--- src/rtl/pong_rally_ctrl.sv ---
// pong_rally_ctrl
//   Rally controller for the 18-LED Pong game. It sequences a serve, runs the
//   ball back and forth through the external ball shift register, handles
//   paddle hits and misses, and keeps both players' scores in 2-digit BCD.
//   Player 1 defends bit WIDTH-1 (the ball travels there via SHL). Player 0
//   defends bit 0 (the ball travels there via SHR).
//
// Ports
//   CLK       in   system clock
//   CLRN      in   synchronous active-low reset
//   BTN1      in   player-1 paddle, asynchronous, active-high
//   BTN0      in   player-0 paddle, asynchronous, active-high
//   SERVE     in   serve request, asynchronous, active-high
//   Q         in   ball position from the shift register (one-hot or zero)
//   DIR       in   serve direction, 1 = toward player 1 (SHL)
//   TC        in   one-cycle speed-timer tick
//   GAMEOVER  in   win detector flag, sampled in IDLE only
//   LOAD      out  load the serve pattern into the shift register
//   SHL       out  shift the ball toward player 1
//   SHR       out  shift the ball toward player 0
//   SET       out  capture the current timer count as the new, faster period
//   MAX       out  restore the slowest timer period
//   SCORE1    out  player-1 score, 2-digit BCD
//   SCORE0    out  player-0 score, 2-digit BCD
module pong_rally_ctrl #(
  parameter int WIDTH       = 18,
  parameter int SYNC_STAGES = 2
) (
  input  logic             CLK,
  input  logic             CLRN,
  input  logic             BTN1,
  input  logic             BTN0,
  input  logic             SERVE,
  input  logic [WIDTH-1:0] Q,
  input  logic             DIR,
  input  logic             TC,
  input  logic             GAMEOVER,
  output logic             LOAD,
  output logic             SHL,
  output logic             SHR,
  output logic             SET,
  output logic             MAX,
  output logic [7:0]       SCORE1,
  output logic [7:0]       SCORE0
);

  localparam logic [2:0] ST_IDLE   = 3'd0;
  localparam logic [2:0] ST_SERVE  = 3'd1;
  localparam logic [2:0] ST_MOVE_L = 3'd2;
  localparam logic [2:0] ST_MOVE_R = 3'd3;
  localparam logic [2:0] ST_POINT  = 3'd4;
  localparam logic [2:0] ST_OVER   = 3'd5;

  // Button vector bit order: [2] = SERVE, [1] = BTN1, [0] = BTN0.
  logic [SYNC_STAGES-1:0][2:0] sync_q, sync_d;
  logic [2:0]                  prev_q, prev_d;
  logic [2:0]                  rise;

  logic [2:0] state_q, state_d;
  logic       pt_p1_q, pt_p1_d;      // 1: the pending point goes to player 1
  logic [7:0] score1_q, score1_d;
  logic [7:0] score0_q, score0_d;

  logic load_c, shl_c, shr_c, set_c;

  // Two-digit BCD increment; 99 wraps to 00.
  function automatic logic [7:0] bcd_inc(input logic [7:0] v);
    logic [3:0] lo;
    logic [3:0] hi;
    lo = v[3:0];
    hi = v[7:4];
    if (lo >= 4'd9) begin
      lo = 4'd0;
      if (hi >= 4'd9) hi = 4'd0;
      else            hi = hi + 4'd1;
    end else begin
      lo = lo + 4'd1;
    end
    return {hi, lo};
  endfunction

  // Synchroniser chain and edge-detect history
  always_comb begin
    sync_d    = sync_q;
    sync_d[0] = {SERVE, BTN1, BTN0};
    for (int i = 1; i < SYNC_STAGES; i++) begin
      sync_d[i] = sync_q[i-1];
    end
    prev_d = sync_q[SYNC_STAGES-1];
  end

  // A rise lasts exactly one cycle because prev_q catches up on the next edge.
  assign rise = sync_q[SYNC_STAGES-1] & ~prev_q;

  // Rally state machine and score update
  always_comb begin
    state_d  = state_q;
    pt_p1_d  = pt_p1_q;
    score1_d = score1_q;
    score0_d = score0_q;
    load_c   = 1'b0;
    shl_c    = 1'b0;
    shr_c    = 1'b0;
    set_c    = 1'b0;
    case (state_q)
      ST_IDLE: begin
        if (GAMEOVER)     state_d = ST_OVER;
        else if (rise[2]) state_d = ST_SERVE;
      end
      ST_SERVE: begin
        load_c  = 1'b1;
        state_d = DIR ? ST_MOVE_L : ST_MOVE_R;
      end
      ST_MOVE_L: begin
        // A miss outranks a hit: once the ball has left the board nothing saves it.
        if (Q == '0) begin
          state_d = ST_POINT;
          pt_p1_d = 1'b0;
        end else if (rise[1] && Q[WIDTH-1]) begin
          state_d = ST_MOVE_R;
          set_c   = 1'b1;
        end else begin
          shl_c = TC;
        end
      end
      ST_MOVE_R: begin
        if (Q == '0) begin
          state_d = ST_POINT;
          pt_p1_d = 1'b1;
        end else if (rise[0] && Q[0]) begin
          state_d = ST_MOVE_L;
          set_c   = 1'b1;
        end else begin
          shr_c = TC;
        end
      end
      ST_POINT: begin
        state_d = ST_IDLE;
        if (pt_p1_q) score1_d = bcd_inc(score1_q);
        else         score0_d = bcd_inc(score0_q);
      end
      ST_OVER: begin
        state_d = ST_OVER;
      end
      default: begin
        state_d = ST_IDLE;
      end
    endcase
  end

  always_ff @(posedge CLK) begin
    if (!CLRN) begin
      sync_q   <= '0;
      prev_q   <= '0;
      state_q  <= ST_IDLE;
      pt_p1_q  <= 1'b0;
      score1_q <= 8'h00;
      score0_q <= 8'h00;
    end else begin
      sync_q   <= sync_d;
      prev_q   <= prev_d;
      state_q  <= state_d;
      pt_p1_q  <= pt_p1_d;
      score1_q <= score1_d;
      score0_q <= score0_d;
    end
  end

  // Strobes are masked while CLRN is low so a reset mid-rally moves nothing.
  assign LOAD   = CLRN & load_c;
  assign SHL    = CLRN & shl_c;
  assign SHR    = CLRN & shr_c;
  assign SET    = CLRN & set_c;
  assign MAX    = ~CLRN | (state_q == ST_POINT);
  assign SCORE1 = score1_q;
  assign SCORE0 = score0_q;

endmodule
--- config.mk ---
export PLATFORM = sky130hd
export DESIGN_NAME = pong_rally_ctrl
export DESIGN_NICKNAME = d
export VERILOG_FILES = /design/src/rtl/pong_rally_ctrl.sv
export SDC_FILE = /design/constraint.sdc
export NUM_CORES = 1
export LEC_CHECK = 0
export CORE_MARGIN = 4
export CORE_UTILIZATION = 40
export CTS_BUF_LIST = sky130_fd_sc_hd__clkbuf_4 sky130_fd_sc_hd__clkbuf_8
export CTS_CLUSTER_SIZE = 20
export DETAILED_ROUTE_END_ITERATION = 16
export GPL_TIMING_DRIVEN = 0
export PLACE_DENSITY = 0.83
export SLEW_MARGIN = 30
export SYNTH_ARGS = -nofsm -noshare
export SYNTH_HDL_FRONTEND = slang
export SYNTH_SLANG_ARGS = --single-unit
--- constraint.sdc ---
create_clock -name CLK -period 1.7 [get_ports CLK]
set_input_delay 0.425 -clock CLK [delete_from_list [all_inputs] [get_ports CLK]]
set_output_delay 0.425 -clock CLK [all_outputs]
set_load 0.05 [all_outputs]
==> metrics.csv, run 1 <==
stage,metric,value,unit
outcome,status,finished with violations,
outcome,violations,setup timing,
floorplanning,ios,47,
critical_path,end_kind,output pin,
final_layout,antenna_cells,0,
placement,hpwl,2.562,mm
global_routing,grt_max_degree,11,
logic_synthesis,syn_area,1524,µm²
timing,fin_setup_tns,-809.6,ps
logic_synthesis,synth_top_area_share,0.3810,
critical_path,crit_path_start_kind,input pin,
timing,fin_crit_sh,1.213,
logic_synthesis,yosysUniqueCellTypes,47,
global_routing,grt_pass1_vias,1316,
global_routing,grt_usage,0.1501,
cts,cts_num_sinks,29,
timing,rsz0062_at_grt,yes,
global_routing,antenna_found_initial,0,
critical_path,rr_endpoint,SCORE1[0],
cts,cts_buffers,5,
pwr,internal_power,1.279,mW
pwr,seqPwrFrac,0.423,
detailed_routing,drc,0,
floorplanning,die_h,69.73,µm
logic_synthesis,async_reset_ff_frac,0,
cts,root_buffer,clkbuf_8,
min_path,hold_start,sync_d[3],
critical_path,cp-startpoint,Q[5],
cts,postCtsHoldBufs,0,
logic_synthesis,syn_area_per_cell,9.071,µm²
flow_run,cap_violations,0,
detailed_routing,drtIter0Drc,82,
detailed_routing,drt_first_pass_iters,6,
pwr,swShare,0.2700,
logic_synthesis,synth_edf_count,0,
detailed_routing,num_vias,1427,
global_routing,grt_overflow_total,0,
placement,pre_cts_slack,-1274,ps
global_routing,grt_pass1_wl,6.016,mm
placement,io_buffer_count,46,
floorplanning,die_w,69.73,µm
final_layout,area_growth,55.83,%
critical_path,crit_top_cell,buf_6,
floorplanning,num_rows,22,
detailed_routing,wl,3.787,mm
logic_synthesis,synth_nets,206,
timing,maxSlewHeadroom,0.6738,
timing,fin_worst_skew,5.433,ps
placement,dp.cells,262,
logic_synthesis,yosysMostFrequentCell,dfxtp_1,
detailed_routing,postRouteAntennaNets,0,
timing,maxSlewViolCount,0,
final_layout,nets,274,
critical_path,crit_type,input pin to output pin,
logic_synthesis,synth_warnings,0,
critical_path,endpoint,SHR,
logic_synthesis,ys_ff_latch,29,
critical_path,r2r_cells,7,
cts,htree_levels,2,
logic_synthesis,yosysSeqAreaShare,0.3810,
timing,fin_ws,-362.2,ps
critical_path,r2r_start,state_q[1],
cts,insertion_delay,270,ps
timing,hold_violations,0,
critical_path,cp_max_fo,2,
critical_path,required,1270,ps
cts,cts_max_path_buffers,2,
logic_synthesis,synth_area_leaders,"dfxtp_1, ha_1, and2_1",
detailed_routing,vias_per_cell,5.025,
floorplanning,initial_core_util,0.4163,
critical_path,reg2reg_slack,80,ps
critical_path,slowest_stage,or4_4,
logic_synthesis,syn_inst,168,
timing,setup_viol,4,
pwr,p_per_area,738.0,nW/µm²
final_layout,instances_no_fill,284,
placement,gp_congestion,0.7774,
timing,hold_slack,433.3,ps
final_layout,drive_above_1_share,0.2924,
final_layout,final_util,0.6487,
timing,max_freq,484.9,MHz
min_path,min_path_type,flip-flop to flip-flop,
timing,period_minus_slack,2062,ps
floorplanning,die_area,4862,µm²
detailed_routing,wl_per_cell,13.33,µm
pwr,clkPwrFrac,0.322,
pwr,irDropWorstVdd,0.0006019,V
pwr,power_switching,0.4732,mW
critical_path,crit_chain,"buf_6, or4_4, nor3_4, and2_4, a311oi_4, buf_6",
critical_path,crit_arrival,1640,ps
critical_path,slowest_delay,530,ps
floorplanning,coreArea,3661,µm²
pwr,cellLeakagePower,1.035,nW
cts,path_clk_slew,50,ps
logic_synthesis,yosysTopAreaCell,dfxtp_1,
logic_synthesis,synth-main-ff-cell,dfxtp_1,
pwr,comb_power_share,0.255,
timing,tightestPinTransition,491.3,ps
cts,cts_tree,built,
logic_synthesis,yosys-top-cells-count,"dfxtp_1, inv_1, nand2_1",
-- cells by family (layout without fill, tap and decap cells) --
| group | Yosys count | in the layout | synth area share |
|---|---|---|---|
| simple gates | 72 | 72 | 0.2865 |
| compound gates | 29 | 29 | 0.1338 |
| flops | 29 | 29 | 0.3810 |
| buf+inv | 20 | 88 | 0.06403 |
| fa+ha+maj | 12 | 12 | 0.09852 |
| xor+xnor | 4 | 4 | 0.02299 |
| mux | 2 | 2 | 0.01314 |
-- routing by layer --
layer	global-route usage	vias to the layer above	wire, µm	part of all wire
met1	0.1796	667	1628	0.43
met3	0.05942	4	244	0.064
met4	0.04468	0	38	0.010
met2	0.2479	41	1875	0.50
met5	0	-	0	0
li1	-	715	-	-
-- area by class of cell --
class,instances,area (µm²)
Buffer,5,55.05
Clock buffer,7,90.09
Fill cell,301,1286
Inverter,15,56.30
Multi-Input combinational cell,119,952.2
Sequential cell,29,591.8
Tap cell,48,60.06
Timing Repair Buffer,61,569.3
-- state kept, by name, summed over array words and instances (netlist names) --
register / flops
prev_d: 3
pt_p1_q: 1
sync_d: 3
SCORE1: 8
prev_q: 3
state_q: 3
SCORE0: 8
-- critical path: cells and delay by family --
family          cells  cell delay, ps
simple gates        3             900
compound gates      1              40
buf+inv             2             270
-- repair_timing --
action | in CTS | in global routing
buffers inserted | 6 | 8
endpoints found under the setup margin | 24 | 12
cloned | 0 | 1
resized for setup | 96 | 12
pin swaps | 11 | 8
hold endpoints to repair | 0 | 0
-- through the flow --
| step | power, mW | cell area (µm²) |
|---|---|---|
| global placement | 1.081 | 2102 |
| floorplan | 0.9642 | 1582 |
| finish | 1.753 | 2375 |
| CTS | 1.681 | 2255 |
| detailed placement | 1.088 | 2102 |
| global route | 1.831 | 2375 |
-- layout by cell type (no fill, tap or decap), drive strengths merged, types with 2 or more instances in the layout --
master,n
dfxtp,29
clkdlybuf4s50,7
xor2,2
o22ai,2
o21ai,6
inv,15
xnor2,2
and2,10
nor2,13
nand4,2
nand2b,3
ha,12
nand2,15
o32ai,2
clkdlybuf4s15,3
and3,3
nor4,4
nor4b,2
or3b,2
a31oi,2
a21oi,11
nand3,8
clkbuf,11
dlygate4sd2,26
buf,26
nor2b,2
mux2i,2
-- worst min-delay path by stage --
stage	depth (start not counted)	slack (ps)	to
2_1_floorplan	1	410	prev_d[0]
3_3_place_gp	1	410	prev_d[2]
3_5_place_dp	1	420	prev_d[0]
4_1_cts	1	440	prev_d[0]
5_1_grt	1	450	prev_d[2]
6_report	1	430	prev_d[0]
-- power by group through the flow --
| stage | registers [mW] | clock network, mW | logic [mW] |
|---|---|---|---|
| 4_1_cts | 0.737 | 0.578 | 0.366 |
| 5_1_grt | 0.747 | 0.613 | 0.471 |
| 3_5_place_dp | 0.748 | 0 | 0.339 |
| 6_report | 0.742 | 0.565 | 0.446 |
| 3_3_place_gp | 0.748 | 0 | 0.334 |
| 2_1_floorplan | 0.763 | 0 | 0.202 |
Power figures use the tool's default switching activity.
==> run 2: changes to the inputs <==
--- a/config.mk
+++ b/config.mk
@@ -11,7 +11,7 @@
 export CTS_CLUSTER_SIZE = 20
 export DETAILED_ROUTE_END_ITERATION = 16
 export GPL_TIMING_DRIVEN = 0
-export PLACE_DENSITY = 0.83
+export PLACE_DENSITY = 0.8
 export SLEW_MARGIN = 30
 export SYNTH_ARGS = -nofsm -noshare
 export SYNTH_HDL_FRONTEND = slang
==> constraint.sdc (replaced) <==
create_clock -name CLK -period 2.3 [get_ports CLK]
set_input_delay 0.575 -clock CLK [delete_from_list [all_inputs] [get_ports CLK]]
set_output_delay 0.575 -clock CLK [all_outputs]
set_load 0.05 [all_outputs]
==> metrics.csv, run 2 (synthesis results as in run 1) <==
stage,metric,value,unit
outcome,status,finished with violations,
outcome,violations,setup timing,
detailed_routing,postRouteAntennaNets,0,
timing,fin_setup_tns,-54.37,ps
global_routing,grt_pass1_vias,1317,
detailed_routing,dr_wl_met3,269,µm
timing,max_freq,427.2,MHz
detailed_routing,drc,0,
floorplanning,ios,47,
detailed_routing,top_layer,met4,
final_layout,drive_above_1_share,0.1894,
floorplanning,die_area,4862,µm²
pwr,cellLeakagePower,0.9291,nW
final_layout,mostFrequentLayoutCells,"dfxtp_1, clkdlybuf4s50_1, inv_1, nand2_1, nor2_1",
critical_path,crit_type,input pin to output pin,
critical_path,crit_path_start_kind,input pin,
timing,fin_crit_sh,1.018,
detailed_routing,wl,3.405,mm
cts,htree_levels,2,
critical_path,crit_top_cell,buf_6,
cts,cts_tree,built,
final_layout,area_growth,45.07,%
placement,gp_congestion,0.7831,
timing,hold_violations,0,
detailed_routing,num_vias,1354,
placement,hpwl,2.472,mm
timing,tightestPinTransition,543.7,ps
timing,maxSlewViolCount,0,
critical_path,required,1730,ps
timing,period_minus_slack,2341,ps
timing,fin_ws,-40.67,ps
detailed_routing,vias_per_cell,4.924,
cts,cts_num_sinks,29,
cts,cts_max_path_buffers,2,
pwr,p_per_area,549.7,nW/µm²
timing,setup_viol,2,
detailed_routing,wl_met1,1.593,mm
global_routing,grt_overflow_total,0,
floorplanning,num_rows,22,
detailed_routing,drtIter0Drc,79,
flow_run,cap_violations,0,
timing,hold_slack,437.9,ps
critical_path,crit_arrival,1770,ps
detailed_routing,drt_first_pass_iters,4,
timing,maxSlewHeadroom,0.6364,
final_layout,layout_commonest_cell,dfxtp_1,
detailed_routing,wl_met2,1.487,mm
pwr,irDropWorstVdd,0.0003650,V
critical_path,slowest_stage,or4_4,
floorplanning,die_h,69.73,µm
floorplanning,coreArea,3661,µm²
final_layout,nets,264,
cts,insertion_delay,280,ps
final_layout,seqCellArea,580.6,µm²
critical_path,end_kind,output pin,
global_routing,grt_max_degree,11,
floorplanning,initial_core_util,0.4163,
global_routing,antenna_found_initial,0,
critical_path,slowest_delay,540,ps
cts,path_clk_slew,60,ps
final_layout,fill_cells,327,
timing,rsz0062_at_grt,yes,
detailed_routing,wl_per_cell,12.38,µm
critical_path,crit_chain,"buf_6, or4_4, nor3_4, and2_4, a311oi_4, buf_6",
min_path,min_path_type,flip-flop to flip-flop,
global_routing,grt_usage,0.1523,
cts,root_buffer,clkbuf_8,
floorplanning,die_w,69.73,µm
critical_path,critPathTopFamily,simple AND/OR/NAND/NOR gates,
final_layout,multi_input_area,893.4,µm²
critical_path,cp_max_fo,2,
global_routing,grt_pass1_wl,5.996,mm
final_layout,antenna_cells,0,
cts,cts_buffers,5,
timing,fin_worst_skew,2.502,ps
placement,io_buffer_count,46,
critical_path,critPathBufInv,2,
-- run 2: cell types whose count changed in the layout (fill, tap and decap cells not counted), moves of 3 or more --
| cell | delta |
|---|---|
| buf_6 | -5 |
| dfxtp_1 | +7 |
| clkdlybuf4s50_1 | +15 |
| dlymetal6s2s_1 | +5 |
| buf_2 | +3 |
| dfxtp_2 | -6 |
| dlygate4sd2_1 | -16 |
| buf_4 | -7 |
-- run 2: worst paths after layout --
kind,depth (start not counted),start,slack (ps),end
setup / recovery,6,Q[9],-40,SHR
hold / removal,1,sync_d[4],440,prev_d[1]
setup reg to reg,6,SCORE1[1],660,SCORE1[0]
hold reg to reg,1,sync_d[4],440,prev_d[1]
-- run 2: area by class of cell --
| class | count | share of cell area |
|---|---|---|
| plain buffers | 5 | 0.02094 |
| clock buffers | 8 | 0.04131 |
| repair buffers | 51 | 0.2184 |
| well taps | 48 | 0.02716 |
| multi-input cells | 119 | 0.4041 |
| flip-flops and latches | 29 | 0.2626 |
| inverters | 15 | 0.02547 |
-- run 2: per-layer routing --
layer | global-route usage | vias up
met1 | 0.1922 | 605
met3 | 0.06957 | 4
li1 | - | 695
met4 | 0.05745 | 0
met5 | 0 | -
met2 | 0.2267 | 50
-- run 2: timing repair --
action,4_1_cts,5_1_grt
pin swaps,8,5
buffers inserted,3,2
hold buffers,0,0
resized for setup,54,6
endpoints found under the setup margin,5,2
-- run 2: metrics by stage --
step / util / instance area [µm²] / cells / total power, mW / setup WS (ps)
detailed placement: 0.5687 / 2082 / 262 / 0.7978 / -1041
CTS: 0.5947 / 2177 / 273 / 1.229 / -112.2
global route: 0.6039 / 2211 / 275 / 1.279 / -76.09
global placement: 0.5687 / 2082 / 262 / 0.7943 / -1009
finish: 0.6039 / 2211 / 275 / 1.215 / -40.67
floorplan: - / 1562 / 168 / 0.7075 / 58.54
-- run 2: power breakdown --
group | internal (mW) | total, mW | switching (mW)
sequential | 0.523 | 0.543 | 0.0197
clock | 0.250 | 0.436 | 0.186
combinational | 0.107 | 0.237 | 0.130
total | 0.880 | 1.22 | 0.335
==> run 3: changes to the inputs <==
--- a/config.mk
+++ b/config.mk
@@ -5,13 +5,15 @@
 export SDC_FILE = /design/constraint.sdc
 export NUM_CORES = 1
 export LEC_CHECK = 0
+export CELL_PAD_IN_SITES_DETAIL_PLACEMENT = 1
+export CELL_PAD_IN_SITES_GLOBAL_PLACEMENT = 2
 export CORE_MARGIN = 4
-export CORE_UTILIZATION = 40
+export CORE_UTILIZATION = 28
 export CTS_BUF_LIST = sky130_fd_sc_hd__clkbuf_4 sky130_fd_sc_hd__clkbuf_8
 export CTS_CLUSTER_SIZE = 20
 export DETAILED_ROUTE_END_ITERATION = 16
 export GPL_TIMING_DRIVEN = 0
-export PLACE_DENSITY = 0.8
+export PLACE_DENSITY = 0.92
 export SLEW_MARGIN = 30
 export SYNTH_ARGS = -nofsm -noshare
 export SYNTH_HDL_FRONTEND = slang
==> metrics.csv, run 3 (synthesis results as in run 1) <==
stage,metric,value,unit
final_layout,nets,265,
critical_path,cp.depth,6,
critical_path,required,1730,ps
placement,hpwl,2.962,mm
final_layout,stdcell_area,2248,µm²
final_layout,area_growth,47.54,%
cts,postCtsHoldBufs,0,
detailed_routing,drtIter0Drc,34,
final_layout,final_util,0.4320,
timing,rsz0062_at_grt,yes,
timing,fin_crit_sh,1.022,
detailed_routing,drt_first_pass_iters,2,
pwr,irDropWorstVdd,0.0002114,V
critical_path,crit_type,input pin to output pin,
floorplanning,ios,47,
timing,hold_slack,433.1,ps
critical_path,crit_arrival,1770,ps
timing,period_minus_slack,2350,ps
critical_path,slowest_stage,or4_4,
floorplanning,die_h,81.78,µm
timing,maxSlewHeadroom,0.6197,
detailed_routing,num_vias,1397,
critical_path,cp_max_fo,2,
global_routing,grt_max_degree,11,
pwr,p_per_area,540.3,nW/µm²
final_layout,instances_no_fill,298,
cts,cts_max_path_buffers,2,
placement,io_buffer_count,46,
critical_path,reg2reg_slack,610,ps
placement,gp_congestion,0.7584,
placement,placed_area,2110,µm²
critical_path,r2r_start,SCORE1[1],
cts,cts_num_sinks,29,
flow_run,cap_violations,0,
timing,max_freq,425.6,MHz
timing,fin_setup_tns,-68.59,ps
floorplanning,coreArea,5205,µm²
global_routing,grt_overflow_total,0,
outcome,violations,setup timing,
global_routing,grt_pass1_wl,6.582,mm
global_routing,antenna_found_initial,0,
critical_path,slowest_delay,530,ps
floorplanning,die_w,81.78,µm
critical_path,critPathBufInv,2,
critical_path,rr_endpoint,SCORE1[2],
critical_path,cp-startpoint,Q[9],
critical_path,crit_path_start_kind,input pin,
cts,root_buffer,clkbuf_8,
timing,fin_worst_skew,6.364,ps
detailed_routing,drc,0,
critical_path,r2r_cells,6,
cts,cts_buffers,5,
global_routing,grt_pass1_vias,1434,
cts,cts_tree,built,
critical_path,end_kind,output pin,
final_layout,mostFrequentLayoutCells,"dfxtp_1, clkdlybuf4s50_1, inv_1, nand2_1, nor2_1",
final_layout,drive_above_1_share,0.1930,
floorplanning,num_rows,26,
floorplanning,initial_core_util,0.2928,
timing,setup_viol,2,
floorplanning,die_area,6687,µm²
critical_path,critPathTopFamily,simple AND/OR/NAND/NOR gates,
critical_path,crit_top_cell,buf_6,
detailed_routing,wl,3.924,mm
placement,dp.cells,284,
timing,maxSlewViolCount,0,
cts,htree_levels,2,
timing,tightestPinTransition,568.6,ps
pwr,cellLeakagePower,0.9195,nW
timing,hold_violations,0,
critical_path,endpoint,SHR,
cts,insertion_delay,270,ps
detailed_routing,vias_per_cell,4.688,
min_path,min_path_cells,1,
detailed_routing,wl_per_cell,13.17,µm
final_layout,antenna_cells,0,
pwr,power,1.215,mW
final_layout,layout_commonest_cell,dfxtp_1,
global_routing,grt_usage,0.1287,
detailed_routing,postRouteAntennaNets,0,
timing,fin_ws,-49.87,ps
final_layout,fill_cells,649,
critical_path,crit_chain,"buf_6, or4_4, nor3_4, and2_4, a311oi_4, buf_6",
placement,pre_cts_slack,-1026,ps
min_path,min_path_type,flip-flop to flip-flop,
cts,path_clk_slew,50,ps
outcome,status,finished with violations,
[run 3: area by class of cell]
class	count	area (µm²)	share of cell area
Buffer	5	46.29	0.02059
Clock buffer	8	91.34	0.04062
Inverter	15	56.30	0.02504
Multi-Input combinational cell	119	894.6	0.3979
Sequential cell	29	580.6	0.2582
Tap cell	70	87.58	0.03895
Timing Repair Buffer	52	491.7	0.2187
[run 3: report_power, final]
group / leakage [nW] / switching, mW / internal [mW] / total (mW)
combinational: 0.634 / 0.134 / 0.111 / 0.245
sequential: 0.236 / 0.0203 / 0.523 / 0.544
clock: 0.0498 / 0.177 / 0.250 / 0.426
[run 3: worst register-to-register path, cell delays in order, from the launching register on]
cell	delay, ps
dfxtp_1	390
inv_1	100
ha_1	180
or3b_1	360
and3_1	240
nand2b_2	230
nor2_1	120
[run 3: timing repair]
| item | in CTS | in global routing |
|---|---|---|
| buffers inserted | 5 | 1 |
| endpoints found under the setup margin | 5 | 2 |
| cloned | 0 | 0 |
| endpoints found under the hold margin | 0 | 0 |
| gates resized for setup | 55 | 4 |
| pin swaps | 9 | 5 |
[run 3: per-layer routing]
metal	vias up	share of wire	track usage
met5	-	0	0
met4	0	0.024	0.07475
met3	9	0.072	0.03838
met2	39	0.47	0.2060
met1	654	0.44	0.1519
li1	695	-	-
[run 3: worst min path at each step]
stage                         start   endpoint  slack [ps]
after global placement    sync_d[4]  prev_d[1]         410
final                     sync_d[4]  prev_d[1]         430
after floorplan           sync_d[3]  prev_d[0]         410
after global routing      sync_d[5]  prev_d[2]         460
after detailed placement  sync_d[4]  prev_d[1]         430
after CTS                 sync_d[5]  prev_d[2]         440
